==> src/rtl/ads131_sequencer.sv <==
// ads131_sequencer
// Sequencer for the ADS131A0x SPI path. It pulses the ADC hardware reset,
// polls for READY, writes and verifies the register configuration, then turns
// each DRDY falling edge into one frame and emits per-channel samples.
//
// Ports
//   system_clock, reset      : clock, synchronous active-high reset
//   adc_init                 : start/restart pulse (IDLE, RUN_WAIT, ERROR only)
//   adc_drdy_n               : asynchronous DRDY from the ADC, active-low
//   SPI_RESET                : ADC hardware reset, active-low
//   frame_req/cmd/ack        : frame request handshake to the SPI master
//   rx_word_valid/rx_word    : received 24-bit words in frame order
//   frame_done               : frame complete, CS released
//   sample_valid/ch/data     : one-cycle sample strobe with channel and value
//   adc_init_completed       : configuration verified, streaming
//   init_error/error_code    : sticky error, 1=READY timeout, 2=ack mismatch
//   overrun_cnt              : saturating count of dropped DRDY edges
//   state                    : FSM state encoding
//
// state    | meaning
// IDLE     | waiting for adc_init
// HWRST    | SPI_RESET low phase, then post-reset wait
// POLL     | NULL frames until READY status or poll limit
// CFG      | command list, each frame's status checks the previous command
// RUN_WAIT | streaming, waiting for a DRDY pulse
// RUN_READ | data frame in flight, samples emitted
// ERROR    | sticky error, waiting for adc_init
module ads131_sequencer #(
    parameter int         NUM_CH         = 4,
    parameter int         RST_LOW_CYC    = 50,
    parameter int         RST_WAIT_CYC   = 250000,
    parameter int         READY_POLL_MAX = 16,
    parameter logic [7:0] CLK1_VAL       = 8'h02,
    parameter logic [7:0] CLK2_VAL       = 8'h25,
    parameter logic [7:0] ADC_ENA_VAL    = 8'h0F
) (
    input  logic        system_clock,
    input  logic        reset,
    input  logic        adc_init,
    input  logic        adc_drdy_n,
    output logic        SPI_RESET,
    output logic        frame_req,
    output logic [15:0] frame_cmd,
    input  logic        frame_ack,
    input  logic        rx_word_valid,
    input  logic [23:0] rx_word,
    input  logic        frame_done,
    output logic        sample_valid,
    output logic [1:0]  sample_ch,
    output logic [23:0] sample_data,
    output logic        adc_init_completed,
    output logic        init_error,
    output logic [1:0]  error_code,
    output logic [7:0]  overrun_cnt,
    output logic [2:0]  state
);

    typedef enum logic [2:0] {
        IDLE     = 3'd0,
        HWRST    = 3'd1,
        POLL     = 3'd2,
        CFG      = 3'd3,
        RUN_WAIT = 3'd4,
        RUN_READ = 3'd5,
        ERROR    = 3'd6
    } state_t;

    localparam logic [2:0]  NCH        = 3'(NUM_CH);
    localparam logic [15:0] READY_WORD = 16'hFF00 | 16'(NUM_CH);
    localparam logic [7:0]  POLL_MAX   = 8'(READY_POLL_MAX);
    localparam logic [31:0] LOW_LD     = 32'(RST_LOW_CYC - 1);
    localparam logic [31:0] WAIT_LD    = 32'(RST_WAIT_CYC - 1);

    function automatic logic [15:0] cfg_cmd(input logic [2:0] s);
        case (s)
            3'd0:    cfg_cmd = 16'h0655;
            3'd1:    cfg_cmd = {8'h4D, CLK1_VAL};
            3'd2:    cfg_cmd = {8'h4E, CLK2_VAL};
            3'd3:    cfg_cmd = {8'h4F, ADC_ENA_VAL};
            3'd4:    cfg_cmd = 16'h0033;
            3'd5:    cfg_cmd = 16'h0555;
            default: cfg_cmd = 16'h0000;
        endcase
    endfunction

    function automatic logic [15:0] cfg_ack(input logic [2:0] s);
        case (s)
            3'd0:    cfg_ack = 16'h0655;
            3'd1:    cfg_ack = {8'h2D, CLK1_VAL};
            3'd2:    cfg_ack = {8'h2E, CLK2_VAL};
            3'd3:    cfg_ack = {8'h2F, ADC_ENA_VAL};
            3'd4:    cfg_ack = 16'h0033;
            default: cfg_ack = 16'h0555;
        endcase
    endfunction

    state_t      state_q, state_d;
    logic [2:0]  drdy_sync_q, drdy_sync_d;
    logic        spi_reset_q, spi_reset_d;
    logic [31:0] tmr_q, tmr_d;
    logic [7:0]  poll_q, poll_d;
    logic [2:0]  step_q, step_d;
    logic [2:0]  widx_q, widx_d;
    logic [15:0] status_q, status_d;
    logic        in_frame_q, in_frame_d;
    logic        frame_req_q, frame_req_d;
    logic [15:0] frame_cmd_q, frame_cmd_d;
    logic        sample_valid_q, sample_valid_d;
    logic [1:0]  sample_ch_q, sample_ch_d;
    logic [23:0] sample_data_q, sample_data_d;
    logic        completed_q, completed_d;
    logic        init_error_q, init_error_d;
    logic [1:0]  error_code_q, error_code_d;
    logic [7:0]  overrun_q, overrun_d;

    logic        drdy_pulse;
    logic        init_ok;
    logic        frame_idle;
    logic        done;
    logic [15:0] status_now;

    // [1:0] synchronize the pin, [2] is the edge register
    assign drdy_pulse = drdy_sync_q[2] & ~drdy_sync_q[1];

    always_comb begin
        drdy_sync_d    = {drdy_sync_q[1:0], adc_drdy_n};
        state_d        = state_q;
        spi_reset_d    = spi_reset_q;
        tmr_d          = tmr_q;
        poll_d         = poll_q;
        step_d         = step_q;
        widx_d         = widx_q;
        status_d       = status_q;
        in_frame_d     = in_frame_q;
        frame_req_d    = frame_req_q;
        frame_cmd_d    = frame_cmd_q;
        sample_valid_d = 1'b0;
        sample_ch_d    = sample_ch_q;
        sample_data_d  = sample_data_q;
        completed_d    = completed_q;
        init_error_d   = init_error_q;
        error_code_d   = error_code_q;
        overrun_d      = overrun_q;

        init_ok    = adc_init && (state_q == IDLE || state_q == RUN_WAIT || state_q == ERROR);
        frame_idle = !frame_req_q && !in_frame_q;
        done       = frame_done && in_frame_q;
        // status may arrive in the same cycle it is needed only if word 0 is last
        status_now = (rx_word_valid && widx_q == 3'd0) ? rx_word[23:8] : status_q;

        if (frame_req_q && frame_ack) begin
            frame_req_d = 1'b0;
            in_frame_d  = 1'b1;
            widx_d      = 3'd0;
        end else if (rx_word_valid && widx_q != 3'd7) begin
            widx_d = widx_q + 3'd1;
        end
        if (rx_word_valid && widx_q == 3'd0) status_d = rx_word[23:8];
        if (frame_done) in_frame_d = 1'b0;

        // a pending or in-flight frame cannot absorb another DRDY edge
        if (drdy_pulse && state_q == RUN_READ && overrun_q != 8'hFF)
            overrun_d = overrun_q + 8'd1;

        case (state_q)
            IDLE: ;
            HWRST: begin
                if (tmr_q != 32'd0) begin
                    tmr_d = tmr_q - 32'd1;
                end else if (!spi_reset_q) begin
                    spi_reset_d = 1'b1;
                    tmr_d       = WAIT_LD;
                end else begin
                    state_d = POLL;
                    poll_d  = 8'd0;
                end
            end
            POLL: begin
                if (done) begin
                    if (status_now == READY_WORD) begin
                        state_d = CFG;
                        step_d  = 3'd0;
                    end else begin
                        poll_d = poll_q + 8'd1;
                        if (poll_q + 8'd1 == POLL_MAX) begin
                            state_d      = ERROR;
                            init_error_d = 1'b1;
                            error_code_d = 2'd1;
                        end
                    end
                end else if (frame_idle) begin
                    frame_req_d = 1'b1;
                    frame_cmd_d = 16'h0000;
                end
            end
            CFG: begin
                if (done) begin
                    if (step_q != 3'd0 && status_now != cfg_ack(step_q - 3'd1)) begin
                        state_d      = ERROR;
                        init_error_d = 1'b1;
                        error_code_d = 2'd2;
                    end else if (step_q == 3'd6) begin
                        completed_d = 1'b1;
                        state_d     = RUN_WAIT;
                    end else begin
                        step_d = step_q + 3'd1;
                    end
                end else if (frame_idle) begin
                    frame_req_d = 1'b1;
                    frame_cmd_d = cfg_cmd(step_q);
                end
            end
            RUN_WAIT: begin
                if (drdy_pulse) begin
                    frame_req_d = 1'b1;
                    frame_cmd_d = 16'h0000;
                    state_d     = RUN_READ;
                end
            end
            RUN_READ: begin
                if (rx_word_valid && widx_q != 3'd0 && widx_q <= NCH) begin
                    sample_valid_d = 1'b1;
                    sample_ch_d    = 2'(widx_q - 3'd1);
                    sample_data_d  = rx_word;
                end
                if (done) state_d = RUN_WAIT;
            end
            ERROR: frame_req_d = 1'b0;
            default: state_d = IDLE;
        endcase

        if (init_ok) begin
            state_d      = HWRST;
            spi_reset_d  = 1'b0;
            tmr_d        = LOW_LD;
            frame_req_d  = 1'b0;
            completed_d  = 1'b0;
            init_error_d = 1'b0;
            error_code_d = 2'd0;
            overrun_d    = 8'd0;
        end
    end

    always_ff @(posedge system_clock) begin
        if (reset) begin
            state_q        <= IDLE;
            drdy_sync_q    <= 3'b111;
            spi_reset_q    <= 1'b1;
            tmr_q          <= 32'd0;
            poll_q         <= 8'd0;
            step_q         <= 3'd0;
            widx_q         <= 3'd0;
            status_q       <= 16'h0000;
            in_frame_q     <= 1'b0;
            frame_req_q    <= 1'b0;
            frame_cmd_q    <= 16'h0000;
            sample_valid_q <= 1'b0;
            sample_ch_q    <= 2'd0;
            sample_data_q  <= 24'd0;
            completed_q    <= 1'b0;
            init_error_q   <= 1'b0;
            error_code_q   <= 2'd0;
            overrun_q      <= 8'd0;
        end else begin
            state_q        <= state_d;
            drdy_sync_q    <= drdy_sync_d;
            spi_reset_q    <= spi_reset_d;
            tmr_q          <= tmr_d;
            poll_q         <= poll_d;
            step_q         <= step_d;
            widx_q         <= widx_d;
            status_q       <= status_d;
            in_frame_q     <= in_frame_d;
            frame_req_q    <= frame_req_d;
            frame_cmd_q    <= frame_cmd_d;
            sample_valid_q <= sample_valid_d;
            sample_ch_q    <= sample_ch_d;
            sample_data_q  <= sample_data_d;
            completed_q    <= completed_d;
            init_error_q   <= init_error_d;
            error_code_q   <= error_code_d;
            overrun_q      <= overrun_d;
        end
    end

    assign SPI_RESET          = spi_reset_q;
    assign frame_req          = frame_req_q;
    assign frame_cmd          = frame_cmd_q;
    assign sample_valid       = sample_valid_q;
    assign sample_ch          = sample_ch_q;
    assign sample_data        = sample_data_q;
    assign adc_init_completed = completed_q;
    assign init_error         = init_error_q;
    assign error_code         = error_code_q;
    assign overrun_cnt        = overrun_q;
    assign state              = state_q;

endmodule

==> config.mk <==
export PLATFORM = sky130hd
export DESIGN_NAME = ads131_sequencer
export DESIGN_NICKNAME = d
export VERILOG_FILES = /design/src/rtl/ads131_sequencer.sv
export SDC_FILE = /design/constraint.sdc
export NUM_CORES = 1
export LEC_CHECK = 0
export BUFFER_PORTS_ARGS = -buffer_cell sky130_fd_sc_hd__buf_2
export CAP_MARGIN = 20
export CORE_MARGIN = 2
export CORE_UTILIZATION = 60
export DETAILED_ROUTE_END_ITERATION = 8
export PLACE_DENSITY = 0.83
export SETUP_SLACK_MARGIN = 0.02
export SLEW_MARGIN = 20
export SYNTH_ARGS = -nofsm -noshare
export SYNTH_HDL_FRONTEND = slang
export SYNTH_SLANG_ARGS = --single-unit
==> constraint.sdc <==
create_clock -name system_clock -period 5.83 [get_ports system_clock]
set_clock_uncertainty 0.15 [all_clocks]
set_input_delay 0.583 -clock system_clock [delete_from_list [all_inputs] [get_ports system_clock]]
set_output_delay 0.583 -clock system_clock [all_outputs]
set_load 0.005 [all_outputs]
==> flow_metrics.tcl, run 1 <==
set metrics [dict create \
    status "completed" \
    io-pin-count 91 \
    die_area_mm2 0.0109 \
    die_w_um 104 \
    min_path_cells 2 \
    leakage_nw 2.86 \
    crit_chain "inv_1, ha_1, ha_1, or4b_2, nand4_1, o2111ai_1, o41ai_4, nand3_1, a221oi_1" \
    rows 36 \
    design.core.area_mm2 0.00977 \
    portBuffers 86 \
    die_h_um 104 \
    rsz0062_at_grt "false" \
    tritoncts "yes" \
    timing.fmax_mhz 273 \
    finalWorstSetupSlack_ns 2.17 \
    wl_per_cell_um 16.2 \
    vias_per_cell 5.98 \
    synth_top_area_share_pct 40.1 \
    clk_latency_ns 0.53 \
    num-nets-final 867 \
    cts_resized 0 \
    peakVddDrop_mv 0.241 \
    cts_setup_buffers 0 \
    critPathCaptureType "flip-flop" \
    rrSetupSlack_ns 2.17 \
    hold_buffers 0 \
    synth_top_area_cell "dfxtp_1" \
    drcViolationCount 0 \
    first_global_vias 5532 \
    ctsHtreeMaxLevel 4 \
    tightest_slew_ns 1.05 \
    drive_gt1_share_pct 17.0 \
    grt_pass1_wl_um 25900 \
    antenna_found_initial 0 \
    path_max_fanout 18 \
    ys_ff_latch 121 \
    synth_ff_type "dfxtp_1" \
    path_clk_slew_ns 0.06 \
    grt.overflow.total 0 \
    drt-total-wl_um 15600 \
    crit_type "flip-flop to flip-flop" \
    synth_top_family_by_area "simple AND/OR/NAND/NOR gates" \
    antenna_cells 0 \
    cts_buffers 17 \
    grt_usage_pct 29.1 \
    dpl.hpwl_um 10600 \
    netlist_area_mm2 0.00604 \
    synth_xor_area_share_pct 5.22 \
    drt_pre_antenna_iters 5 \
    async_flop_share_pct 0 \
    powerDensity_mw_per_mm2 311 \
    syn_inst 742 \
    crit_path_start_kind "flip-flop" \
    fin_cells 964 \
    drv_slew 0 \
    start_util_pct 61.8 \
    cp_data_arrival_time_ns 3.94 \
    required_ns 6.11 \
    finalSetupViolations 0 \
    gp_congestion 0.892 \
    area_delta_synth_final_pct 16.5 \
    syn_avg_cell_area_um2 8.13 \
    vias 5760 \
    post-route-util_pct 72.0 \
    crit_top_cell "ha_1" \
    synth_cell_types 67 \
    cts_num_sinks 121 \
    rr_worst_depth 9 \
    crit_slowest_cell "or4b_2" \
    synth_warnings 0 \
    grt_max_degree 73 \
    yosysSeqAreaShare_pct 40.1 \
    muxShareOfSynthArea_pct 2.01 \
    yosysMostFrequentCell "dfxtp_1" \
    netlist_top_cells_count "dfxtp_1 (121), nand2_1 (106), nor2_1 (93)" \
    synth-compound-area-share_pct 15.5 \
    synth_edf_count 0 \
    worst_path_largest_cell_delay_ns 0.63 \
    hold_viol_final 0 \
    placed_cells 931 \
    pre_cts_ws_ns 2.26 \
    yosys.area_share.adder_pct 3.73 \
    clockBufferDepth 2 \
    ant_nets 0 \
    synth.area.top_cells "dfxtp_1 (40%), nand2_1 (6.6%), a21oi_1 (6.4%)" \
    first_iter_violations 375 \
    fin_setup_tns_ns 0 \
    fin_crit_sh_pct 62.8 \
    clockRootBuffer "clkbuf_8" \
    synthSimpleGateAreaFrac_pct 29.6 \
    hp-class "primary input to flip-flop" \
    slew-limit-headroom_pct 29.7 \
    min_period_ns 3.66 \
    maxCapViolations 0 \
]
==> registers in the layout, indices dropped and copies added (netlist names) <==
name                flops
SPI_RESET               1
adc_init_completed      1
drdy_sync_q             3
error_code              2
frame_cmd              11
frame_req               1
in_frame_q              1
init_error              1
overrun_cnt             8
poll_q                  8
sample_ch               2
sample_data            24
sample_valid            1
state                   3
status_q               16
step_q                  3
tmr_q                  32
widx_q                  3
==> layout by cell type (no fill, tap or decap), types with 7 or more instances in the layout <==
master and n:
dfxtp_1 121, xnor2_1 10, a21oi_1 77, nand4_1 14, nand3_1 18, ha_1 18
clkinv_2 7, nor2b_1 10, nor4_1 9, clkbuf_16 16, mux2i_1 11, nor2_1 92
a211oi_1 10, buf_2 86, nand3b_1 8, o21ai_0 23, nor3_1 20, and2_1 8
and3_1 7, xor2_1 26, nand2_1 106, inv_1 18
==> logic make-up after synthesis <==
group,after synthesis
compound gates,152
xor+xnor,36
fa+ha+maj,18
buf+inv,54
flops,121
mux,12
other cells,1
simple gates,348
==> report_power, final <==
part           switching, mW  internal, mW  total (mW)  leakage [nW]
clock network          0.360         0.538       0.897         0.251
logic                  0.243         0.140       0.384          1.63
registers             0.0422         0.864       0.906         0.980
total                  0.645          1.54        2.19          2.86
==> worst max-delay path: cells and delay by family (launching register included) <==
family | cells | cell delay (ns)
flops | 1 | 0.46
compound gates | 3 | 0.99
simple gates | 3 | 0.94
fa+ha+maj | 2 | 0.87
buf+inv | 1 | 0.15
==> final cells by class <==
class	instances	area, µm²
Multi-Input combinational cell	570	3410
Fill cell	770	2740
Sequential cell	121	2420
Timing Repair Buffer	90	464
Clock buffer	23	457
Tap cell	133	166
Inverter	18	67.6
Clock inverter	9	50.0
==> layer usage <==
layer	track usage, %	vias to the layer above	wire [µm]
li1	-	2766	-
met1	35.7	2713	6570
met2	48.8	252	7630
met3	7.21	29	1150
met4	12.2	0	272
met5	0	-	0
==> path summary, 6_finish.rpt <==
check                 startpoint              to
setup / recovery       step_q[0]        state[0]
hold / removal        frame_done      in_frame_q
setup reg to reg       step_q[0]        state[0]
hold reg to reg   drdy_sync_q[0]  drdy_sync_q[1]
==> through the flow <==
step	hold slack (ns)	power, mW	cell area (µm²)
2_1_floorplan	0.239	1.20	6050
3_3_place_gp	0.251	1.27	6510
3_5_place_dp	0.258	1.29	6510
4_1_cts	0.0699	2.19	7020
5_1_grt	0.0897	2.27	7030
6_report	0.0884	2.19	7030
Power figures use the tool's default switching activity.
==> run 2: changes to the inputs <==
Settings changed: CORE_UTILIZATION 60 to 52, PLACE_DENSITY 0.83 to 0.77.
Clock period 5.83 ns to 3.1 ns, I/O delays scaled along.
==> flow_metrics.tcl, run 2 (synthesized netlist as in run 1, its figures left out) <==
set metrics [dict create \
    final_cell_mix "dfxtp_1 (119), nand2_1 (106), nor2_1 (92)" \
    dpl.hpwl_um 11000 \
    tightest_slew_ns 0.811 \
    die_w_um 112 \
    drive_gt1_share_pct 20.6 \
    first_iter_violations 355 \
    hp-class "primary input to flip-flop" \
    critPathBufInv 2 \
    drv_slew 0 \
    portBuffers 86 \
    path_clk_slew_ns 0.06 \
    area_delta_synth_final_pct 24.8 \
    worst_path_largest_cell_delay_ns 0.41 \
    hold_viol_final 0 \
    rsz0062_at_grt "true" \
    pwr-share-clk_pct 43.6 \
    status "completed" \
    antenna_found_initial 0 \
    slew-limit-headroom_pct 45.2 \
    crit_chain "buf_4, ha_1, or3_1, o21ai_1, a21boi_0, o32a_1, o41ai_4, buf_4, nand3_2, a221oi_2" \
    pre_cts_ws_ns -0.0220 \
    vias_per_cell 5.76 \
    intPower_mw 3.16 \
    grt_usage_pct 25.6 \
    powerDensity_mw_per_mm2 582 \
    cp_top_family "compound AO/OA/AOI/OAI gates" \
    finalSetupViolations 0 \
    required_ns 3.28 \
    critPathCaptureType "flip-flop" \
    ctsHtreeMaxLevel 4 \
    largest-register "tmr_q" \
    ant_nets 0 \
    crit_type "flip-flop to flip-flop" \
    wl_per_cell_um 15.5 \
    layout_commonest_cell "dfxtp_1" \
    die_area_mm2 0.0125 \
    finalWorstSetupSlack_ns 0.102 \
    grt_pass1_wl_um 26200 \
    gp_congestion 0.891 \
    timing.fmax_mhz 334 \
    clockBufferDepth 2 \
    die_h_um 112 \
    post-route-util_pct 66.2 \
    start_util_pct 53.1 \
    crit_path_start_kind "flip-flop" \
    num-nets-final 909 \
    rows 39 \
    largest_reg_flops 32 \
    first_global_vias 5703 \
    io-pin-count 91 \
    grt.overflow.total 0 \
    leakage_nw 3.09 \
    drcViolationCount 0 \
    clockRootBuffer "clkbuf_16" \
    p_sw_share_pct 28.0 \
    design.core.area_mm2 0.0114 \
    vias 5852 \
    tritoncts "yes" \
    drt-total-wl_um 15700 \
    clk_latency_ns 0.42 \
    antenna_cells 0 \
    min_period_ns 3.00 \
    fin_crit_sh_pct 96.7 \
    pwr-share-comb_pct 17.8 \
    power_switching_mw 1.23 \
    maxCapViolations 0 \
    fin_cells 1016 \
    placed_cells 968 \
    cts_buffers 17 \
    crit_slowest_cell "or3_1" \
    cp_data_arrival_time_ns 3.17 \
    cts_num_sinks 121 \
    peakVddDrop_mv 0.488 \
    path_max_fanout 7 \
    crit_top_cell "buf_4" \
    fillers 934 \
    grt_max_degree 46 \
    power.sequential.fraction_pct 38.6 \
    fin_setup_tns_ns 0 \
    drt_pre_antenna_iters 5 \
]
run 2: worst paths after layout:
kind	startpoint	cells past startpoint	endpoint	slack, ns
min reg2reg	drdy_sync_q[0]	1	drdy_sync_q[1]	0.27
max reg2reg	step_q[0]	10	state[0]	0.10
max	step_q[0]	10	state[0]	0.10
min	rx_word[22]	3	status_q[14]	0.03
run 2: tightest hold or removal path: cells and delay by family:
kind                   cells  cell delay, ns
AO/OA/AOI/OAI              1            0.05
buffers and inverters      1            0.13
AND/OR/NAND/NOR            1            0.06
run 2: repair_timing:
item,4_1_cts,5_1_grt
setup buffers,1,0
endpoints found under the setup margin,3,8
resized for setup,4,7
pin swaps,3,1
hold buffers,15,0
endpoints found under the hold margin,16,0
run 2: final cells by class:
class	instances	area, µm²	share of cell area (%)
clock buffers	23	468	6.21
clock inverters	9	97.6	1.30
inverters	18	67.6	0.897
multi-input cells	570	3470	46.1
flip-flops and latches	121	2420	32.2
well taps	143	179	2.38
repair buffers	132	826	11.0
run 2: stage by stage:
stage / cell area, µm² / hold slack, ns / total power, mW
floorplan: 6050 / 0.239 / 2.25
global placement: 6740 / 0.256 / 2.44
detailed placement: 6740 / 0.250 / 2.47
CTS: 7490 / 0.00731 / 4.38
global route: 7530 / 0.0177 / 4.56
finish: 7530 / 0.0251 / 4.39
run 2: routing by layer:
metal / vias up / wire [µm] / track usage [%]
met3: 32 / 1100 / 8.27
met4: 0 / 264 / 9.38
met5: - / 0 / 0
met1: 2773 / 6830 / 30.7
met2: 202 / 7510 / 43.1
li1: 2845 / - / -
run 2: power groups by stage:
stage / clock network, mW / logic [mW] / registers (mW)
floorplan: 0 / 0.546 / 1.71
global placement: 0 / 0.721 / 1.72
detailed placement: 0 / 0.743 / 1.72
CTS: 1.92 / 0.765 / 1.69
global route: 2.00 / 0.859 / 1.70
finish: 1.91 / 0.783 / 1.69
